--- config.mk ---
export PLATFORM = sky130hd
export DESIGN_NAME = dfu_bank_rd_sched_flat
export DESIGN_NICKNAME = d
export VERILOG_FILES = /design/src/rtl/dfu_bank_rd_sched_pkg.sv /design/src/rtl/dfu_bank_rd_sched_if.sv /design/src/rtl/dfu_rd_addr_gen.sv /design/src/rtl/dfu_bank_rd_sched.sv /design/src/flat_wrapper.sv
export SDC_FILE = /design/constraint.sdc
export NUM_CORES = 1
export LEC_CHECK = 0
export ABC_AREA = 1
export CAP_MARGIN = 15
export CORE_ASPECT_RATIO = 1.4
export CORE_UTILIZATION = 51
export CTS_BUF_LIST = sky130_fd_sc_hd__clkbuf_2 sky130_fd_sc_hd__clkbuf_4 sky130_fd_sc_hd__clkbuf_8
export CTS_CLUSTER_SIZE = 14
export DETAILED_ROUTE_END_ITERATION = 7
export GPL_ROUTABILITY_DRIVEN = 0
export PLACE_DENSITY = 0.78
export SYNTH_ARGS = -nofsm -noshare
export SYNTH_HDL_FRONTEND = slang
export SYNTH_HIERARCHICAL = 1
export SYNTH_SLANG_ARGS = --single-unit
--- constraint.sdc ---
create_clock -name clk -period 1.6 [get_ports clk]
set_input_delay 0.32 -clock clk [delete_from_list [all_inputs] [get_ports clk]]
set_output_delay 0.32 -clock clk [all_outputs]
set_load 0.02 [all_outputs]
--- src/rtl/dfu_bank_rd_sched_pkg.sv ---
// Shared types, widths and helpers for the DFU bank read scheduler.
package dfu_bank_rd_sched_pkg;

    function automatic int clog2_fn(input int value);
        int width;
        width = 0;
        for (int i = 0; i < 31; i++) begin
            if ((32'd1 << i) < 32'(value)) width = i + 1;
        end
        return width;
    endfunction

    localparam int no_of_sram_banks = 8;
    localparam int no_of_sel_ln     = clog2_fn(no_of_sram_banks);
    localparam int ADDR_W           = 10;
    localparam int CNT_W            = 16;

    typedef enum logic [1:0] {
        IDLE  = 2'd0,
        RUN   = 2'd1,
        DRAIN = 2'd2,
        DONE  = 2'd3
    } dfu_state_e;

    function automatic logic [no_of_sram_banks-1:0] onehot_fn(input logic [no_of_sel_ln-1:0] idx);
        logic [no_of_sram_banks-1:0] one;
        one = {{(no_of_sram_banks-1){1'b0}}, 1'b1};
        return one << idx;
    endfunction

endpackage

--- src/rtl/dfu_bank_rd_sched_if.sv ---
// Config/start, backpressure and SRAM/mux-side signals of the read scheduler.
interface dfu_bank_rd_sched_if;
    import dfu_bank_rd_sched_pkg::*;

    logic                        start;
    logic [ADDR_W-1:0]           cfg_base_addr;
    logic [CNT_W-1:0]            cfg_num_words;
    logic [no_of_sel_ln:0]       cfg_num_banks;
    logic                        sys_ready;
    logic [no_of_sram_banks-1:0] sram_rd_en;
    logic [ADDR_W-1:0]           sram_rd_addr;
    logic [no_of_sel_ln-1:0]     mux_sel;
    logic                        ack_start_sys;
    logic                        busy;
    logic                        done;

    modport master (
        output start, cfg_base_addr, cfg_num_words, cfg_num_banks, sys_ready,
        input  sram_rd_en, sram_rd_addr, mux_sel, ack_start_sys, busy, done
    );

    modport slave (
        input  start, cfg_base_addr, cfg_num_words, cfg_num_banks, sys_ready,
        output sram_rd_en, sram_rd_addr, mux_sel, ack_start_sys, busy, done
    );

endinterface

--- src/rtl/dfu_rd_addr_gen.sv ---
// Latched sweep config plus bank-fastest bank/word counters and the read address.
module dfu_rd_addr_gen
    import dfu_bank_rd_sched_pkg::*;
(
    input  logic                    clk,
    input  logic                    rst,
    input  logic                    load,
    input  logic                    adv,
    input  logic [ADDR_W-1:0]       base_addr,
    input  logic [CNT_W-1:0]        num_words,
    input  logic [no_of_sel_ln:0]   num_banks,
    output logic [no_of_sel_ln-1:0] bank_cnt,
    output logic [ADDR_W-1:0]       rd_addr,
    output logic                    last_issue
);
    localparam logic [no_of_sel_ln:0] bank_one = {{no_of_sel_ln{1'b0}}, 1'b1};
    localparam logic [CNT_W-1:0]      word_one = {{(CNT_W-1){1'b0}}, 1'b1};

    logic [ADDR_W-1:0]       base_r;
    logic [CNT_W-1:0]        num_words_r;
    logic [no_of_sel_ln:0]   num_banks_r;
    logic [no_of_sel_ln-1:0] bank_cnt_r;
    logic [CNT_W-1:0]        word_cnt_r;
    logic                    bank_last_s;
    logic                    word_last_s;

    // End-of-row / end-of-window detection and the wrapping address add
    always_comb begin
        bank_last_s = ({1'b0, bank_cnt_r} == (num_banks_r - bank_one));
        word_last_s = (word_cnt_r == (num_words_r - word_one));
        last_issue  = bank_last_s && word_last_s;
        rd_addr     = base_r + word_cnt_r[ADDR_W-1:0];
        bank_cnt    = bank_cnt_r;
    end

    // Config capture at accepted start and nested counter advance per issue
    always_ff @(posedge clk) begin
        if (!rst) begin
            base_r      <= {ADDR_W{1'b0}};
            num_words_r <= {CNT_W{1'b0}};
            num_banks_r <= {(no_of_sel_ln+1){1'b0}};
            bank_cnt_r  <= {no_of_sel_ln{1'b0}};
            word_cnt_r  <= {CNT_W{1'b0}};
        end else if (load) begin
            base_r      <= base_addr;
            num_words_r <= num_words;
            num_banks_r <= num_banks;
            bank_cnt_r  <= {no_of_sel_ln{1'b0}};
            word_cnt_r  <= {CNT_W{1'b0}};
        end else if (adv) begin
            if (bank_last_s) begin
                bank_cnt_r <= {no_of_sel_ln{1'b0}};
                word_cnt_r <= word_cnt_r + word_one;
            end else begin
                bank_cnt_r <= bank_cnt_r + {{(no_of_sel_ln-1){1'b0}}, 1'b1};
                word_cnt_r <= word_cnt_r;
            end
        end else begin
            bank_cnt_r <= bank_cnt_r;
            word_cnt_r <= word_cnt_r;
        end
    end

endmodule

--- src/rtl/dfu_bank_rd_sched.sv ---
// DFU read scheduler: sweeps a word window across the active banks and drives
// the output mux select/capture strobe one cycle behind each bank read.
module dfu_bank_rd_sched
    import dfu_bank_rd_sched_pkg::*;
(
    input  logic               clk,
    input  logic               rst,
    dfu_bank_rd_sched_if.slave bus
);
    dfu_state_e                  state_r;
    dfu_state_e                  next_state_s;
    logic                        load_s;
    logic                        issue_s;
    logic                        busy_s;
    logic                        zero_cfg_s;
    logic                        last_issue_s;
    logic [no_of_sel_ln-1:0]     bank_cnt_s;
    logic [ADDR_W-1:0]           gen_addr_s;
    logic [no_of_sram_banks-1:0] rd_en_s;

    logic [no_of_sram_banks-1:0] sram_rd_en_r;
    logic [ADDR_W-1:0]           sram_rd_addr_r;
    logic [no_of_sel_ln-1:0]     rd_bank_r;
    logic [no_of_sel_ln-1:0]     mux_sel_r;
    logic                        ack_r;
    logic                        busy_r;
    logic                        done_r;

    dfu_rd_addr_gen u_addr_gen (
        .clk        (clk),
        .rst        (rst),
        .load       (load_s),
        .adv        (issue_s),
        .base_addr  (bus.cfg_base_addr),
        .num_words  (bus.cfg_num_words),
        .num_banks  (bus.cfg_num_banks),
        .bank_cnt   (bank_cnt_s),
        .rd_addr    (gen_addr_s),
        .last_issue (last_issue_s)
    );

    // State register
    always_ff @(posedge clk) begin
        if (!rst) state_r <= IDLE;
        else      state_r <= next_state_s;
    end

    // Next-state decision; an empty window skips straight to completion
    always_comb begin
        zero_cfg_s   = (bus.cfg_num_words == {CNT_W{1'b0}}) ||
                       (bus.cfg_num_banks == {(no_of_sel_ln+1){1'b0}});
        next_state_s = state_r;
        case (state_r)
            IDLE: begin
                if (bus.start) next_state_s = zero_cfg_s ? DONE : RUN;
                else           next_state_s = IDLE;
            end
            RUN: begin
                if (bus.sys_ready && last_issue_s) next_state_s = DRAIN;
                else                                next_state_s = RUN;
            end
            DRAIN:   next_state_s = DONE;
            DONE:    next_state_s = IDLE;
            default: next_state_s = IDLE;
        endcase
    end

    // Per-cycle control decodes feeding the output registers
    always_comb begin
        if (state_r == IDLE && bus.start) load_s = 1'b1;
        else                              load_s = 1'b0;
        if (state_r == RUN && bus.sys_ready) issue_s = 1'b1;
        else                                 issue_s = 1'b0;
        if (issue_s) rd_en_s = onehot_fn(bank_cnt_s);
        else         rd_en_s = {no_of_sram_banks{1'b0}};
        busy_s = (state_r != IDLE) || (next_state_s != IDLE);
    end

    // Output registers; mux select/strobe trail the read they belong to by one cycle
    always_ff @(posedge clk) begin
        if (!rst) begin
            sram_rd_en_r   <= {no_of_sram_banks{1'b0}};
            sram_rd_addr_r <= {ADDR_W{1'b0}};
            rd_bank_r      <= {no_of_sel_ln{1'b0}};
            mux_sel_r      <= {no_of_sel_ln{1'b0}};
            ack_r          <= 1'b0;
            busy_r         <= 1'b0;
            done_r         <= 1'b0;
        end else begin
            sram_rd_en_r   <= rd_en_s;
            sram_rd_addr_r <= issue_s ? gen_addr_s : sram_rd_addr_r;
            rd_bank_r      <= issue_s ? bank_cnt_s : rd_bank_r;
            mux_sel_r      <= (|sram_rd_en_r) ? rd_bank_r : mux_sel_r;
            ack_r          <= |sram_rd_en_r;
            busy_r         <= busy_s;
            done_r         <= (state_r == DONE);
        end
    end

    assign bus.sram_rd_en    = sram_rd_en_r;
    assign bus.sram_rd_addr  = sram_rd_addr_r;
    assign bus.mux_sel       = mux_sel_r;
    assign bus.ack_start_sys = ack_r;
    assign bus.busy          = busy_r;
    assign bus.done          = done_r;

endmodule

--- src/flat_wrapper.sv ---
// flat-port wrapper written by rule: the top's interface ports become plain ports
module dfu_bank_rd_sched_flat import dfu_bank_rd_sched_pkg::*;
  (clk, rst, bus_start, bus_cfg_base_addr, bus_cfg_num_words, bus_cfg_num_banks, bus_sys_ready, bus_sram_rd_en, bus_sram_rd_addr, bus_mux_sel, bus_ack_start_sys, bus_busy, bus_done);
  dfu_bank_rd_sched_if bus_i ();
  input  logic clk;
  input  logic rst;
  input wire logic [$bits(bus_i.start)-1:0] bus_start;
  input wire logic [$bits(bus_i.cfg_base_addr)-1:0] bus_cfg_base_addr;
  input wire logic [$bits(bus_i.cfg_num_words)-1:0] bus_cfg_num_words;
  input wire logic [$bits(bus_i.cfg_num_banks)-1:0] bus_cfg_num_banks;
  input wire logic [$bits(bus_i.sys_ready)-1:0] bus_sys_ready;
  output wire logic [$bits(bus_i.sram_rd_en)-1:0] bus_sram_rd_en;
  output wire logic [$bits(bus_i.sram_rd_addr)-1:0] bus_sram_rd_addr;
  output wire logic [$bits(bus_i.mux_sel)-1:0] bus_mux_sel;
  output wire logic [$bits(bus_i.ack_start_sys)-1:0] bus_ack_start_sys;
  output wire logic [$bits(bus_i.busy)-1:0] bus_busy;
  output wire logic [$bits(bus_i.done)-1:0] bus_done;
  assign bus_i.start = bus_start;
  assign bus_i.cfg_base_addr = bus_cfg_base_addr;
  assign bus_i.cfg_num_words = bus_cfg_num_words;
  assign bus_i.cfg_num_banks = bus_cfg_num_banks;
  assign bus_i.sys_ready = bus_sys_ready;
  assign bus_sram_rd_en = bus_i.sram_rd_en;
  assign bus_sram_rd_addr = bus_i.sram_rd_addr;
  assign bus_mux_sel = bus_i.mux_sel;
  assign bus_ack_start_sys = bus_i.ack_start_sys;
  assign bus_busy = bus_i.busy;
  assign bus_done = bus_i.done;
  dfu_bank_rd_sched u_core (.clk(clk), .rst(rst), .bus(bus_i));
endmodule
# After elaboration in Yosys (flattened, before gate mapping)
# Cells that the tools add are included.
# totals
in_bits	34
out_inout_bits	24
elab_cells	47
ramBits	0
n_memories	0
reg_bits	78
mem_bits_ro	0
latch_bits	0
# op_classes
shifts	1
bitwise	1
n_div	0
n_mux	7
n_mul	0
magnitude_cmp	0
reduce_logical	15
addsub	5
n_eq_ne	5
# op_table
cell	count
$add A16 B1 Y16 const B	1
$eq A16 B16 Y1	1
$logic_not A16 Y1	1
$sub A16 B1 Y16 const B	1
$add A10 B10 Y10	1
$pmux W2 S4	1
$reduce_or A8 Y1	1
$shl A1 B3 Y8 const A	1
$mux W2	3
$eq A2 B2 Y1 const B	2
$eq A3 B4 Y1	1
$logic_and A1 B1 Y1	4
$logic_not A4 Y1	1
$reduce_and A2 Y1	2
$reduce_bool A2 Y1	2
$sub A4 B1 Y4 const B	1
$add A3 B1 Y3 const B	1
$mux W3	1
$eq A2 B1 Y1 const B	1
$logic_not A2 Y1	1
$logic_or A1 B1 Y1	2
$mux W1	2
$reduce_or A2 Y1	1
$not A1 Y1	1

# Logic depth before layout (Yosys ltp)
# Gate-level depths: netlist of run 1.
# logic_depth
word_depth	8
mapped_depth	16
depth_no_buf	16

# Cells and area by module
# The synthesis of run 1 kept the hierarchy.
# by_module_without_submodules
module	cells_per_inst	area_per_inst_um2	instances	seq_area_each_um2
dfu_rd_addr_gen	485	3134.3	1	980.9
dfu_bank_rd_sched	137	1067.3	1	580.6

# Least setup slack after synthesis of run 1
# Ideal clock, no wire load.
# synth_path
path_type	flip-flop to flip-flop
startpoint	reg u_core.u_addr_gen.num_words_r[0]
endpoint	reg u_core.state_r[0]
slack_ns	-0.162
path_stages_with_launch	14
required_ns	1.468
n_path_buf	0
setup_ns	0.132
arrival_time_ns	1.629
cell_sequence	dfxtp_1 > inv_1 > ha_1 > nand2_1 > nor2_4 > nand2_1 > inv_1 > nand3_1 > a21oi_1 > nand2_1 > nor2_1 > nand2_1 > a21oi_1 > a21oi_1
# synth_between
elab_chain_cells	6
# synth_lines
item	line	rtl
start: declaration	dfu_rd_addr_gen.sv:20	logic [CNT_W-1:0] num_words_r;
start signal: assignment	dfu_rd_addr_gen.sv:40	num_words_r <= {CNT_W{1'b0}};
start signal: assignment	dfu_rd_addr_gen.sv:46	num_words_r <= num_words;
$sub A16 B1 Y16	dfu_rd_addr_gen.sv:30	word_last_s = (word_cnt_r == (num_words_r - word_one));
$eq A16 B16 Y1	dfu_rd_addr_gen.sv:30	
$logic_and A1 B1 Y1	dfu_rd_addr_gen.sv:31	last_issue = bank_last_s && word_last_s;
net u_core.last_issue_s	dfu_bank_rd_sched.sv:16	logic last_issue_s;
$logic_and A1 B1 Y1	dfu_bank_rd_sched.sv:59	if (bus.sys_ready && last_issue_s) next_state_s = DRAIN;
$mux W2	dfu_bank_rd_sched.sv:59	
$pmux W2 S4	dfu_bank_rd_sched.sv:53	case (state_r)
end signal: assignment	dfu_bank_rd_sched.sv:45	else state_r <= next_state_s;
end: declaration	dfu_bank_rd_sched.sv:10	dfu_state_e state_r;
# The timed path passes the listed nets, and every way through them passes these cells.
# A chain may end at the register's enable or synchronous reset.

# Worst setup path after layout of run 1
# layout_path
startpoint	reg u_core.u_addr_gen.base_r[0]
endpoint	reg u_core.sram_rd_addr_r[8], in the netlist u_core/bus.sram_rd_addr[8]
# layout_between
elab_chain_cells	1
# layout_lines
item	line	rtl
start: declaration	dfu_rd_addr_gen.sv:19	logic [ADDR_W-1:0] base_r;
start signal: assignment	dfu_rd_addr_gen.sv:39	base_r <= {ADDR_W{1'b0}};
start signal: assignment	dfu_rd_addr_gen.sv:45	base_r <= base_addr;
$add A10 B10 Y10	dfu_rd_addr_gen.sv:32	rd_addr = base_r + word_cnt_r[ADDR_W-1:0];
net u_core.gen_addr_s[8]	dfu_bank_rd_sched.sv:18	logic [ADDR_W-1:0] gen_addr_s;
end signal: assignment	dfu_bank_rd_sched.sv:83	sram_rd_addr_r <= {ADDR_W{1'b0}};
end signal: assignment	dfu_bank_rd_sched.sv:91	sram_rd_addr_r <= issue_s ? gen_addr_s : sram_rd_addr_r;
end: declaration	dfu_bank_rd_sched.sv:22	logic [ADDR_W-1:0] sram_rd_addr_r;
# The timed path passes the listed nets, and every way through them passes these cells.

==> impl_metrics.yaml, run 1 <==
cells_and_area:
  nFillCells: 572
  layout.core_utilization_pct: 75.5
  fraction_of_final_layout_cells_sized_beyond_drive_strength_1_pct: 23.9
  area.growth.synth_to_final_pct: 40.9
  nNetsFinal: 803
  diodes: 0
  fin_cells: 858
  multiInputGateArea_mm2: 0.00257
  layout.area.seq_mm2: 0.00158
critical_path:
  reg2reg_setup_slack_ns: -0.32
  cp_max_fo: 3
  critical_path.most_common_cell: "sky130_fd_sc_hd__nand2_1"
  critPathBufInv: 1
  timing.critical_path.max_delay_family: "simple AND/OR/NAND/NOR gates"
  timing_worst_setup_path_type: "reg -> reg"
  critical_path.slowest_cell: "sky130_fd_sc_hd__dfxtp_2"
  crit_path_start_kind: "register"
  critical_path.startpoint: "u_core/u_addr_gen/base_r[0]$_SDFFE_PN0P_"
  max_stage_delay_ns: 0.35
  cp.arrival_ns: 2.22
  endpoint_of_the_most_critical_setup_path: "u_core/bus.sram_rd_addr[8]$_SDFFE_PN0P_"
  worstPathRequired_ns: 1.90
  regToRegStartpoint: "u_core/u_addr_gen/base_r[0]$_SDFFE_PN0P_"
  r2r-end: "u_core/bus.sram_rd_addr[8]$_SDFFE_PN0P_"
  worstSetupEndpointType: "register"
  cp.depth: 11
  reg2reg_depth: 11
  timing.critical_path.cells: "ha_4, inv_2, fa_2, nor2_1, a211o_1, nand4_1, nand2_1, nand2_1, nand2_1, nand2_1, a21oi_1"
synth:
  synthesized_net_count: 670
  asyncSetResetFlopFracSynth_pct: 0
  post_synth_top_area_cell: "sky130_fd_sc_hd__dfxtp_1"
  synth_edf_count: 0
  ys.flop_type: "sky130_fd_sc_hd__dfxtp_1"
  netlist_instances: 622
  ys_warn_count: 6
  synthesis_stage_register_bit_count: 78
  synth_top_cells_by_count: "148 x sky130_fd_sc_hd__nand2_1, 97 x sky130_fd_sc_hd__nor2_1, 78 x sky130_fd_sc_hd__dfxtp_1, 61 x sky130_fd_sc_hd__inv_1, 55 x sky130_fd_sc_hd__a21oi_1"
  post-synth-top-count-cell: "sky130_fd_sc_hd__nand2_1"
  synth_area_mm2: 0.00420
  synth.lib_cells_used.distinct: 34
  leading_cell_types_by_total_area_after_synthesis: "sky130_fd_sc_hd__dfxtp_1 37%, sky130_fd_sc_hd__nand2_1 13%, sky130_fd_sc_hd__nor2_1 8.7%, sky130_fd_sc_hd__a21oi_1 6.6%, sky130_fd_sc_hd__o21ai_0 5.6%"
  yosysSeqAreaShare_pct: 37.2
  synth_area_per_cell_um2: 6.75
  netlist.area_leader.share_pct: 37.2
grt:
  grt_first_pass_wirelength_um: 18600
  grt_max_degree: 23
  globalRoute.totalOverflow: 0
  antenna_violations_before_repair: 0
  number_of_global_route_vias_before_repair: 4243
  globalRouteTotalUtil_pct: 28.3
drt:
  routed_wire_length_per_instance_um: 14.5
  drt_pre_antenna_iters: 5
  vias: 4573
  drc_errors_left: 0
  drt_first_iter_violations: 270
  avgViaCountPerCell: 5.33
  drt_wl_total_um: 12400
  detail-route-antenna-nets: 0
clocking:
  clock_insertion_delay_worst_skew_ns: 0.37
  tritoncts: "yes"
  clk_path_buf_depth: 2
  clock-sinks: 78
  cts_made_buffers: 9
  htree_num_levels: 3
  cts.clk_slew.worst_paths_ns: 0.08
  post_cts_hold_buffer_count: 0
  cts-root-buf: "sky130_fd_sc_hd__clkbuf_8"
floorplanning:
  starting_utilization_of_the_core_area_pct: 53.6
  design.die.area_mm2: 0.00861
  dieWidth_um: 78.7
  coreArea_mm2: 0.00785
  io_pins: 58
  height_of_the_chip_um: 109
  std_cell_rows: 38
timing:
  hold-worst-slack_ns: 0.462
  finalHoldViolations: 0
  setup_repair_after_global_routing_missed_its_margin: "yes"
  setup-violations-final: 25
  min_period_ns: 1.92
  clock.fmax_mhz: 521
  slew_headroom_pct: 73.7
  fin_skew_ns: 0.00492
  fin_crit_sh_pct: 120
  setup-tns-final_ns: -3.20
  final-max-slew-violation-count: 0
  postLayoutSetupSlackWorst_ns: -0.318
  tightestPinTransition_ns: 0.390
pwr:
  totalPowerFinal_mw: 4.52
  leakage_nw: 2.67
  power_per_cell_area_mw_per_mm2: 763
  vdd_drop_max_uv: 573
placement:
  port-buffer-count: 57
  dpl.cell_count: 833
  hpwl_um: 8540
hold_path:
  min-delay-path-class: "reg -> reg"
status:
  outcome: "complete, but fails checks"
  failed_checks: "setup timing"
job:
  max_cap_viol_count: 0
-- timing repair --
action | in CTS | in global routing
buffers inserted | 7 | 3
setup endpoints to repair | 50 | 29
pin swaps | 16 | 12
cloned | 1 | 1
gates resized for setup | 58 | 46
-- power breakdown --
group          leakage (nW)  switching, mW  internal, mW
Combinational          1.94          0.540         0.451
Sequential            0.643         0.0737          2.03
Clock                0.0907          0.728         0.694
Total                  2.67           1.34          3.18
-- flip-flops by register name (all words and copies together) (netlist names) --
register and cells:
u_core/state_r 2, u_core/u_addr_gen/num_banks_r 4, u_core/bus.sram_rd_addr 10, u_core/bus.busy 1
u_core/bus.mux_sel 3, u_core/bus.ack_start_sys 1, u_core/bus.done 1, u_core/u_addr_gen/base_r 10
u_core/u_addr_gen/num_words_r 16, u_core/u_addr_gen/bank_cnt 3, u_core/u_addr_gen/word_cnt_r 16, u_core/bus.sram_rd_en 8
u_core/rd_bank_r 3
-- stage by stage --
step	worst slack, ns	instance area (µm²)
2_1_floorplan	-0.0852	4250
3_3_place_gp	-0.221	5400
3_5_place_dp	-0.408	5400
4_1_cts	-0.224	5710
5_1_grt	-0.430	5920
6_report	-0.318	5920
-- layout by cell type (no fill, tap or decap), types with 4 or more instances in the layout --
| cell | n |
|---|---|
| sky130_fd_sc_hd__buf_6 | 5 |
| sky130_fd_sc_hd__o21ai_0 | 40 |
| sky130_fd_sc_hd__nand4_1 | 4 |
| sky130_fd_sc_hd__xnor2_1 | 9 |
| sky130_fd_sc_hd__nand2_2 | 13 |
| sky130_fd_sc_hd__clkbuf_8 | 9 |
| sky130_fd_sc_hd__dfxtp_1 | 63 |
| sky130_fd_sc_hd__nor3_1 | 20 |
| sky130_fd_sc_hd__clkdlybuf4s50_1 | 33 |
| sky130_fd_sc_hd__o21ai_2 | 4 |
| sky130_fd_sc_hd__a21oi_2 | 9 |
| sky130_fd_sc_hd__nor2_1 | 90 |
| sky130_fd_sc_hd__nor2_4 | 4 |
| sky130_fd_sc_hd__nand2_1 | 134 |
| sky130_fd_sc_hd__inv_1 | 54 |
| sky130_fd_sc_hd__ha_4 | 9 |
| sky130_fd_sc_hd__nand3_1 | 22 |
| sky130_fd_sc_hd__a21oi_1 | 46 |
| sky130_fd_sc_hd__o21ai_1 | 4 |
| sky130_fd_sc_hd__clkinv_2 | 4 |
| sky130_fd_sc_hd__dlygate4sd2_1 | 23 |
| sky130_fd_sc_hd__xor2_1 | 20 |
| sky130_fd_sc_hd__buf_4 | 73 |
| sky130_fd_sc_hd__dfxtp_2 | 14 |
| sky130_fd_sc_hd__nor2_2 | 8 |
| sky130_fd_sc_hd__inv_2 | 10 |
-- worst min path at each step --
stage,cells past startpoint,to,startpoint
after floorplan,2,u_core/rd_bank_r[0]$_SDFFE_PN0P_,u_core/rd_bank_r[0]$_SDFFE_PN0P_
after global routing,2,u_core/bus.sram_rd_addr[3]$_SDFFE_PN0P_,u_core/bus.sram_rd_addr[3]$_SDFFE_PN0P_
after CTS,2,u_core/rd_bank_r[0]$_SDFFE_PN0P_,u_core/rd_bank_r[0]$_SDFFE_PN0P_
after global placement,2,u_core/rd_bank_r[1]$_SDFFE_PN0P_,u_core/rd_bank_r[1]$_SDFFE_PN0P_
after detailed placement,2,u_core/rd_bank_r[1]$_SDFFE_PN0P_,u_core/rd_bank_r[1]$_SDFFE_PN0P_
final,2,u_core/rd_bank_r[0]$_SDFFE_PN0P_,u_core/rd_bank_r[0]$_SDFFE_PN0P_
-- kinds of logic (layout without fill, tap and decap cells) --
logic type,count (synthesis),after routing,share of synthesized area (%)
AOI/OAI and AO/OA,113,113,14.1
adders and majority gates,14,14,4.35
buffers and inverters,83,219,8.07
xor gates and xnor gates,29,29,6.05
and+or+nand+nor,305,305,30.3
DFF,78,78,37.2
-- per-layer routing --
metal,wire (µm),part of all wire [%],vias up,global-route usage (%)
met4,789,6.3,0,21.3
met3,534,4.3,61,4.23
met1,4570,37,2084,26.7
li1,-,-,2258,-
met5,0,0,-,0
met2,6530,53,170,54.2
-- final cells by class --
type / count / share of cell area (%)
inverters: 66 / 4.29
repair inverters: 1 / 0.106
flip-flops and latches: 78 / 26.7
multi-input cells: 461 / 43.4
repair buffers: 138 / 20.4
clock buffers: 9 / 2.09
clock inverters: 5 / 0.888
well taps: 100 / 2.11
-- worst register-to-register path, delay by kind of cell, from the launching register on --
kind            cells  cell delay (ns)
flops               1             0.35
simple gates        6             0.61
compound gates      2             0.35
fa+ha+maj           2             0.49
buf+inv             1             0.04
Power figures use the tool's default switching activity.
==> run 2: changes to the inputs <==
--- a/config.mk
+++ b/config.mk
@@ -7,13 +7,15 @@
 export LEC_CHECK = 0
 export ABC_AREA = 1
 export CAP_MARGIN = 15
+export CELL_PAD_IN_SITES_DETAIL_PLACEMENT = 0
+export CELL_PAD_IN_SITES_GLOBAL_PLACEMENT = 1
 export CORE_ASPECT_RATIO = 1.4
-export CORE_UTILIZATION = 51
+export CORE_UTILIZATION = 36
 export CTS_BUF_LIST = sky130_fd_sc_hd__clkbuf_2 sky130_fd_sc_hd__clkbuf_4 sky130_fd_sc_hd__clkbuf_8
 export CTS_CLUSTER_SIZE = 14
 export DETAILED_ROUTE_END_ITERATION = 7
 export GPL_ROUTABILITY_DRIVEN = 0
-export PLACE_DENSITY = 0.78
+export PLACE_DENSITY_LB_ADDON = 0.1
 export SYNTH_ARGS = -nofsm -noshare
 export SYNTH_HDL_FRONTEND = slang
 export SYNTH_HIERARCHICAL = 1
==> run 2 against run 1 <==
The run still ends with setup timing left; setup slack worse by 0.021 ns; first-iteration DRC count is 59% lower; largest power group unchanged; critical path depth up 4; sequential share of layout area shrank 1.3 points; cell area rose by 5.3%; combinational power is 2% lower; hold slack worse by 0.00052 ns; core utilization down 20 points; highest routed layer unchanged; cell count rose by 6.3%; clock-buffer cell count rose by 2; register-to-register slack got worse by 0.02 ns.
==> impl_metrics.yaml, run 2 (synthesized netlist as in run 1, its figures left out) <==
timing:
  min_period_ns: 1.94
  fin_skew_ns: 0.0101
  finalHoldViolations: 0
  final-max-slew-violation-count: 0
  postLayoutSetupSlackWorst_ns: -0.340
  slew_headroom_pct: 67.1
  setup-tns-final_ns: -5.42
  fin_crit_sh_pct: 121
  setup_repair_after_global_routing_missed_its_margin: "yes"
  clock.fmax_mhz: 515
  tightestPinTransition_ns: 0.492
  hold-worst-slack_ns: 0.462
  setup-violations-final: 24
clocking:
  clock-sinks: 78
  cts.clk_slew.worst_paths_ns: 0.08
  htree_num_levels: 3
  clk_path_buf_depth: 2
  cts_made_buffers: 9
  tritoncts: "yes"
  clock_insertion_delay_worst_skew_ns: 0.36
  cts-root-buf: "sky130_fd_sc_hd__clkbuf_8"
cells_and_area:
  nFillCells: 1103
  top_regs: "u_core/u_addr_gen/num_words_r (16), u_core/u_addr_gen/word_cnt_r (16)"
  diodes: 0
  most_used_cells_in_the_layout_excluding_fill_and_tap_cells: "130 x sky130_fd_sc_hd__nand2_1, 91 x sky130_fd_sc_hd__nor2_1, 80 x sky130_fd_sc_hd__buf_4"
  area.growth.synth_to_final_pct: 48.4
  fraction_of_final_layout_cells_sized_beyond_drive_strength_1_pct: 26.7
  multiInputGateArea_mm2: 0.00267
  layout.area.seq_mm2: 0.00159
  most_common_cell_after_layout_fill_and_taps_aside: "sky130_fd_sc_hd__nand2_1"
  nNetsFinal: 811
floorplanning:
  starting_utilization_of_the_core_area_pct: 37.1
  design.die.area_mm2: 0.0121
  height_of_the_chip_um: 130
  coreArea_mm2: 0.0113
  io_pins: 58
  std_cell_rows: 46
  dieWidth_um: 93.3
pwr:
  vdd_drop_max_uv: 455
  power_switching_share_pct: 28.5
  power_per_cell_area_mw_per_mm2: 766
  power_share_of_the_sequential_group_pct: 43.8
  p_clk_share_pct: 35.9
  leakage_nw: 2.81
  pwr-share-comb_pct: 20.3
  cell_internal_pwr_mw: 3.42
  totalPowerFinal_mw: 4.78
  switching_power_mw: 1.36
status:
  failed_checks: "setup timing"
  outcome: "complete, but fails checks"
drt:
  avgViaCountPerCell: 4.75
  routed_wire_length_per_instance_um: 13.2
  detail-route-antenna-nets: 0
  vias: 4329
  drc_errors_left: 0
  drt_pre_antenna_iters: 4
  drt_wl_total_um: 12000
  drt_first_iter_violations: 110
critical_path:
  timing_worst_setup_path_type: "reg -> reg"
  crit_path_start_kind: "register"
  worstSetupEndpointType: "register"
  cp.arrival_ns: 2.23
  reg2reg_setup_slack_ns: -0.34
  worstPathRequired_ns: 1.89
  cp_max_fo: 2
placement:
  port-buffer-count: 57
  worst_case_setup_slack_after_placement_ns: -0.405
  hpwl_um: 9100
grt:
  antenna_violations_before_repair: 0
  number_of_global_route_vias_before_repair: 4202
  grt_max_degree: 24
  grt_first_pass_wirelength_um: 19000
  globalRouteTotalUtil_pct: 20.5
  globalRoute.totalOverflow: 0
job:
  max_cap_viol_count: 0
hold_path:
  min-delay-path-class: "reg -> reg"
## run 2: cell type report
class / count / area share (%)
flip-flops and latches: 78 / 25.5
repair buffers: 146 / 20.7
inverters: 66 / 4.20
clock inverters: 5 / 1.32
repair inverters: 1 / 0.261
clock buffers: 11 / 2.33
well taps: 144 / 2.89
multi-input cells: 461 / 42.8
## run 2: path summary, 6_finish.rpt
kind | cells after the start | to | start
min reg2reg | 2 | u_core/rd_bank_r[0]$_SDFFE_PN0P_ | u_core/rd_bank_r[0]$_SDFFE_PN0P_
min | 2 | u_core/rd_bank_r[0]$_SDFFE_PN0P_ | u_core/rd_bank_r[0]$_SDFFE_PN0P_
max reg2reg | 15 | u_core/state_r[1]$_SDFF_PN0_ | u_core/u_addr_gen/num_banks_r[0]$_SDFFE_PN0P_
max | 15 | u_core/state_r[1]$_SDFF_PN0_ | u_core/u_addr_gen/num_banks_r[0]$_SDFFE_PN0P_
## run 2: what timing repair did
action                                 4_1_cts  5_1_grt
pin swaps                                   11       20
setup endpoints to repair                   51       27
hold buffers                                 0        0
resized for setup                           51       87
buffers inserted                             3        4
gates cloned                                 2        1
endpoints found under the hold margin        0        0
## run 2: routing by layer
layer | wire length, µm | track usage (%) | vias up
met2 | 6410 | 38.9 | 79
li1 | - | - | 2281
met4 | 572 | 14.7 | 0
met3 | 326 | 1.98 | 33
met1 | 4700 | 20.7 | 1936
met5 | 0 | 0 | -
## run 2: worst max-delay path, stage by stage, from the launching register on
cell                      delay (ns)
sky130_fd_sc_hd__dfxtp_2        0.34
sky130_fd_sc_hd__inv_2          0.05
sky130_fd_sc_hd__ha_4           0.26
sky130_fd_sc_hd__inv_2          0.03
sky130_fd_sc_hd__nand2_2        0.04
sky130_fd_sc_hd__nand2_1        0.04
sky130_fd_sc_hd__nor2_1         0.09
sky130_fd_sc_hd__nand3_1        0.09
sky130_fd_sc_hd__nor2_2         0.16
sky130_fd_sc_hd__nand2_1        0.08
sky130_fd_sc_hd__nor2_2         0.13
sky130_fd_sc_hd__nand3_2        0.10
sky130_fd_sc_hd__nor2_4         0.16
sky130_fd_sc_hd__buf_4          0.12
sky130_fd_sc_hd__a31oi_1        0.07
sky130_fd_sc_hd__a21oi_1        0.12
## run 2: per-stage QoR
stage	utilization [%]	std cells	instance area [µm²]
finish	55.0	912	6230
detailed placement	48.7	886	5530
global placement	48.7	886	5530
CTS	51.6	907	5850
floorplan	-	622	4250
global route	55.0	912	6230
## run 2: power groups by stage
| stage | Combinational, mW | Clock, mW | Sequential, mW |
|---|---|---|---|
| finish | 0.971 | 1.71 | 2.09 |
| global route | 1.09 | 1.84 | 2.10 |
| CTS | 0.946 | 1.75 | 2.09 |
| detailed placement | 0.931 | 0 | 2.14 |
| global placement | 0.926 | 0 | 2.13 |
| floorplan | 0.507 | 0 | 2.15 |
==> run 3: changes to the inputs <==
--- a/config.mk
+++ b/config.mk
@@ -16,6 +16,7 @@
 export DETAILED_ROUTE_END_ITERATION = 7
 export GPL_ROUTABILITY_DRIVEN = 0
 export PLACE_DENSITY_LB_ADDON = 0.1
+export SKIP_CTS_REPAIR_TIMING = 1
 export SYNTH_ARGS = -nofsm -noshare
 export SYNTH_HDL_FRONTEND = slang
 export SYNTH_HIERARCHICAL = 1
==> run 3 against run 2 <==
The flow still finishes with violations (setup timing); sequential power is essentially flat; core utilization grew 0.72 points; critical endpoint unchanged; flip-flop and latch count is the same; combinational power grew 0.4%; highest routed layer unchanged; largest power group unchanged; cell area grew 1.3%; routed wire length shrank 0.29%.
==> impl_metrics.yaml, run 3 (synthesized netlist as in run 1, its figures left out) <==
status:
  outcome: "complete, but fails checks"
  failed_checks: "setup timing"
pwr:
  leakage_nw: 3.11
  pwr-share-comb_pct: 20.4
  totalPowerFinal_mw: 4.77
  power_switching_share_pct: 28.3
  power_share_of_the_sequential_group_pct: 43.8
  cell_internal_pwr_mw: 3.42
  vdd_drop_max_uv: 455
  power_per_cell_area_mw_per_mm2: 756
  switching_power_mw: 1.35
  p_clk_share_pct: 35.8
grt:
  grt_max_degree: 24
  globalRoute.totalOverflow: 0
  grt_first_pass_wirelength_um: 18500
  number_of_global_route_vias_before_repair: 4106
  grt_busiest_layer: "met2"
  antenna_violations_before_repair: 0
  grtUsageMet3_pct: 1.98
  globalRouteTotalUtil_pct: 20.0
  met1_usage_pct: 20.1
  gr-usage-met2_pct: 38.5
critical_path:
  cp.arrival_ns: 2.19
  crit_path_start_kind: "register"
  worstPathRequired_ns: 1.90
  worstSetupEndpointType: "register"
  cp_max_fo: 2
  timing_worst_setup_path_type: "reg -> reg"
drt:
  drt_first_iter_violations: 103
  routed_wire_length_per_instance_um: 13.1
  drt_pre_antenna_iters: 4
  detail-route-antenna-nets: 0
  drc_errors_left: 0
  vias: 4317
  drt_wl_total_um: 12000
  avgViaCountPerCell: 4.73
placement:
  hpwl_um: 9100
  port-buffer-count: 57
  worst_case_setup_slack_after_placement_ns: -0.405
cells_and_area:
  diodes: 0
  nFillCells: 1106
  area.growth.synth_to_final_pct: 50.3
  fraction_of_final_layout_cells_sized_beyond_drive_strength_1_pct: 26.3
  nNetsFinal: 811
  top_regs: "u_core/u_addr_gen/num_words_r (16), u_core/u_addr_gen/word_cnt_r (16)"
  most_common_cell_after_layout_fill_and_taps_aside: "sky130_fd_sc_hd__nand2_1"
  most_used_cells_in_the_layout_excluding_fill_and_tap_cells: "134 x sky130_fd_sc_hd__nand2_1, 92 x sky130_fd_sc_hd__nor2_1, 80 x sky130_fd_sc_hd__buf_4"
timing:
  fin_skew_ns: 0.00873
  finalHoldViolations: 0
  tightestPinTransition_ns: 0.510
  setup-violations-final: 24
  clock.fmax_mhz: 529
  final-max-slew-violation-count: 0
  slew_headroom_pct: 65.9
  setup-tns-final_ns: -5.06
  postLayoutSetupSlackWorst_ns: -0.289
  setup_repair_after_global_routing_missed_its_margin: "yes"
  min_period_ns: 1.89
  fin_crit_sh_pct: 118
job:
  max_cap_viol_count: 0
floorplanning:
  std_cell_rows: 46
  io_pins: 58
  coreArea_mm2: 0.0113
  height_of_the_chip_um: 130
  dieWidth_um: 93.3
  starting_utilization_of_the_core_area_pct: 37.1
  design.die.area_mm2: 0.0121
clocking:
  clk_path_buf_depth: 2
  tritoncts: "yes"
  clock-sinks: 78
  cts_made_buffers: 9
  htree_num_levels: 3
  cts-root-buf: "sky130_fd_sc_hd__clkbuf_8"
  clock_insertion_delay_worst_skew_ns: 0.37
  cts.clk_slew.worst_paths_ns: 0.08
hold_path:
  min-delay-path-class: "reg -> reg"
==> run 3: final timing paths <==
kind	slack [ns]	start	cells past startpoint	to
worst max-delay path	-0.29	u_core/u_addr_gen/num_banks_r[0]$_SDFFE_PN0P_	15	u_core/state_r[1]$_SDFF_PN0_
worst min-delay path	0.46	u_core/rd_bank_r[0]$_SDFFE_PN0P_	2	u_core/rd_bank_r[0]$_SDFFE_PN0P_
worst max register to register	-0.29	u_core/u_addr_gen/num_banks_r[0]$_SDFFE_PN0P_	15	u_core/state_r[1]$_SDFF_PN0_
worst min register to register	0.46	u_core/rd_bank_r[0]$_SDFFE_PN0P_	2	u_core/rd_bank_r[0]$_SDFFE_PN0P_
==> run 3: metrics by stage <==
step / utilization (%) / hold slack [ns] / std cells / cell area [µm²]
2_1_floorplan: - / 0.429 / 622 / 4250
3_3_place_gp: 48.7 / 0.442 / 886 / 5530
3_5_place_dp: 48.7 / 0.451 / 886 / 5530
4_1_cts: 50.7 / 0.463 / 902 / 5750
5_1_grt: 55.7 / 0.484 / 912 / 6310
6_report: 55.7 / 0.462 / 912 / 6310
==> run 3: per-layer routing <==
layer | wire length, µm | vias to the layer above
met3 | 266 | 31
li1 | - | 2279
met1 | 4720 | 1936
met2 | 6450 | 71
met5 | 0 | -
met4 | 534 | 0
==> run 3: worst max-delay path, cell delays in order (launching register included) <==
cell,delay [ns]
sky130_fd_sc_hd__dfxtp_2,0.34
sky130_fd_sc_hd__inv_2,0.05
sky130_fd_sc_hd__ha_4,0.26
sky130_fd_sc_hd__inv_2,0.03
sky130_fd_sc_hd__nand2_1,0.04
sky130_fd_sc_hd__nand2_1,0.05
sky130_fd_sc_hd__nor2_1,0.08
sky130_fd_sc_hd__nand3_1,0.08
sky130_fd_sc_hd__nor2_2,0.13
sky130_fd_sc_hd__nand2_1,0.08
sky130_fd_sc_hd__nor2_2,0.13
sky130_fd_sc_hd__nand3_2,0.11
sky130_fd_sc_hd__nor2_4,0.14
sky130_fd_sc_hd__buf_4,0.12
sky130_fd_sc_hd__a31oi_1,0.07
sky130_fd_sc_hd__a21oi_1,0.12
==> run 3: final cells by class <==
class | instances | area [µm²] | area share, %
inverter | 66 | 262 | 4.14
tap | 144 | 180 | 2.85
clock inverter | 5 | 82.6 | 1.31
clock buffer | 11 | 145 | 2.30
timing repair buffer | 146 | 1390 | 21.9
sequential | 78 | 1590 | 25.1
multi-input combinational | 461 | 2660 | 42.2
timing repair inverter | 1 | 11.3 | 0.178
==> run 3: power by group through the flow <==
stage                     logic [mW]  clock network (mW)  registers, mW
after global placement         0.926                   0           2.13
after CTS                      0.936                1.75           2.09
after detailed placement       0.931                   0           2.14
after floorplan                0.507                   0           2.15
final                          0.975                1.71           2.09
after global routing            1.09                1.83           2.10
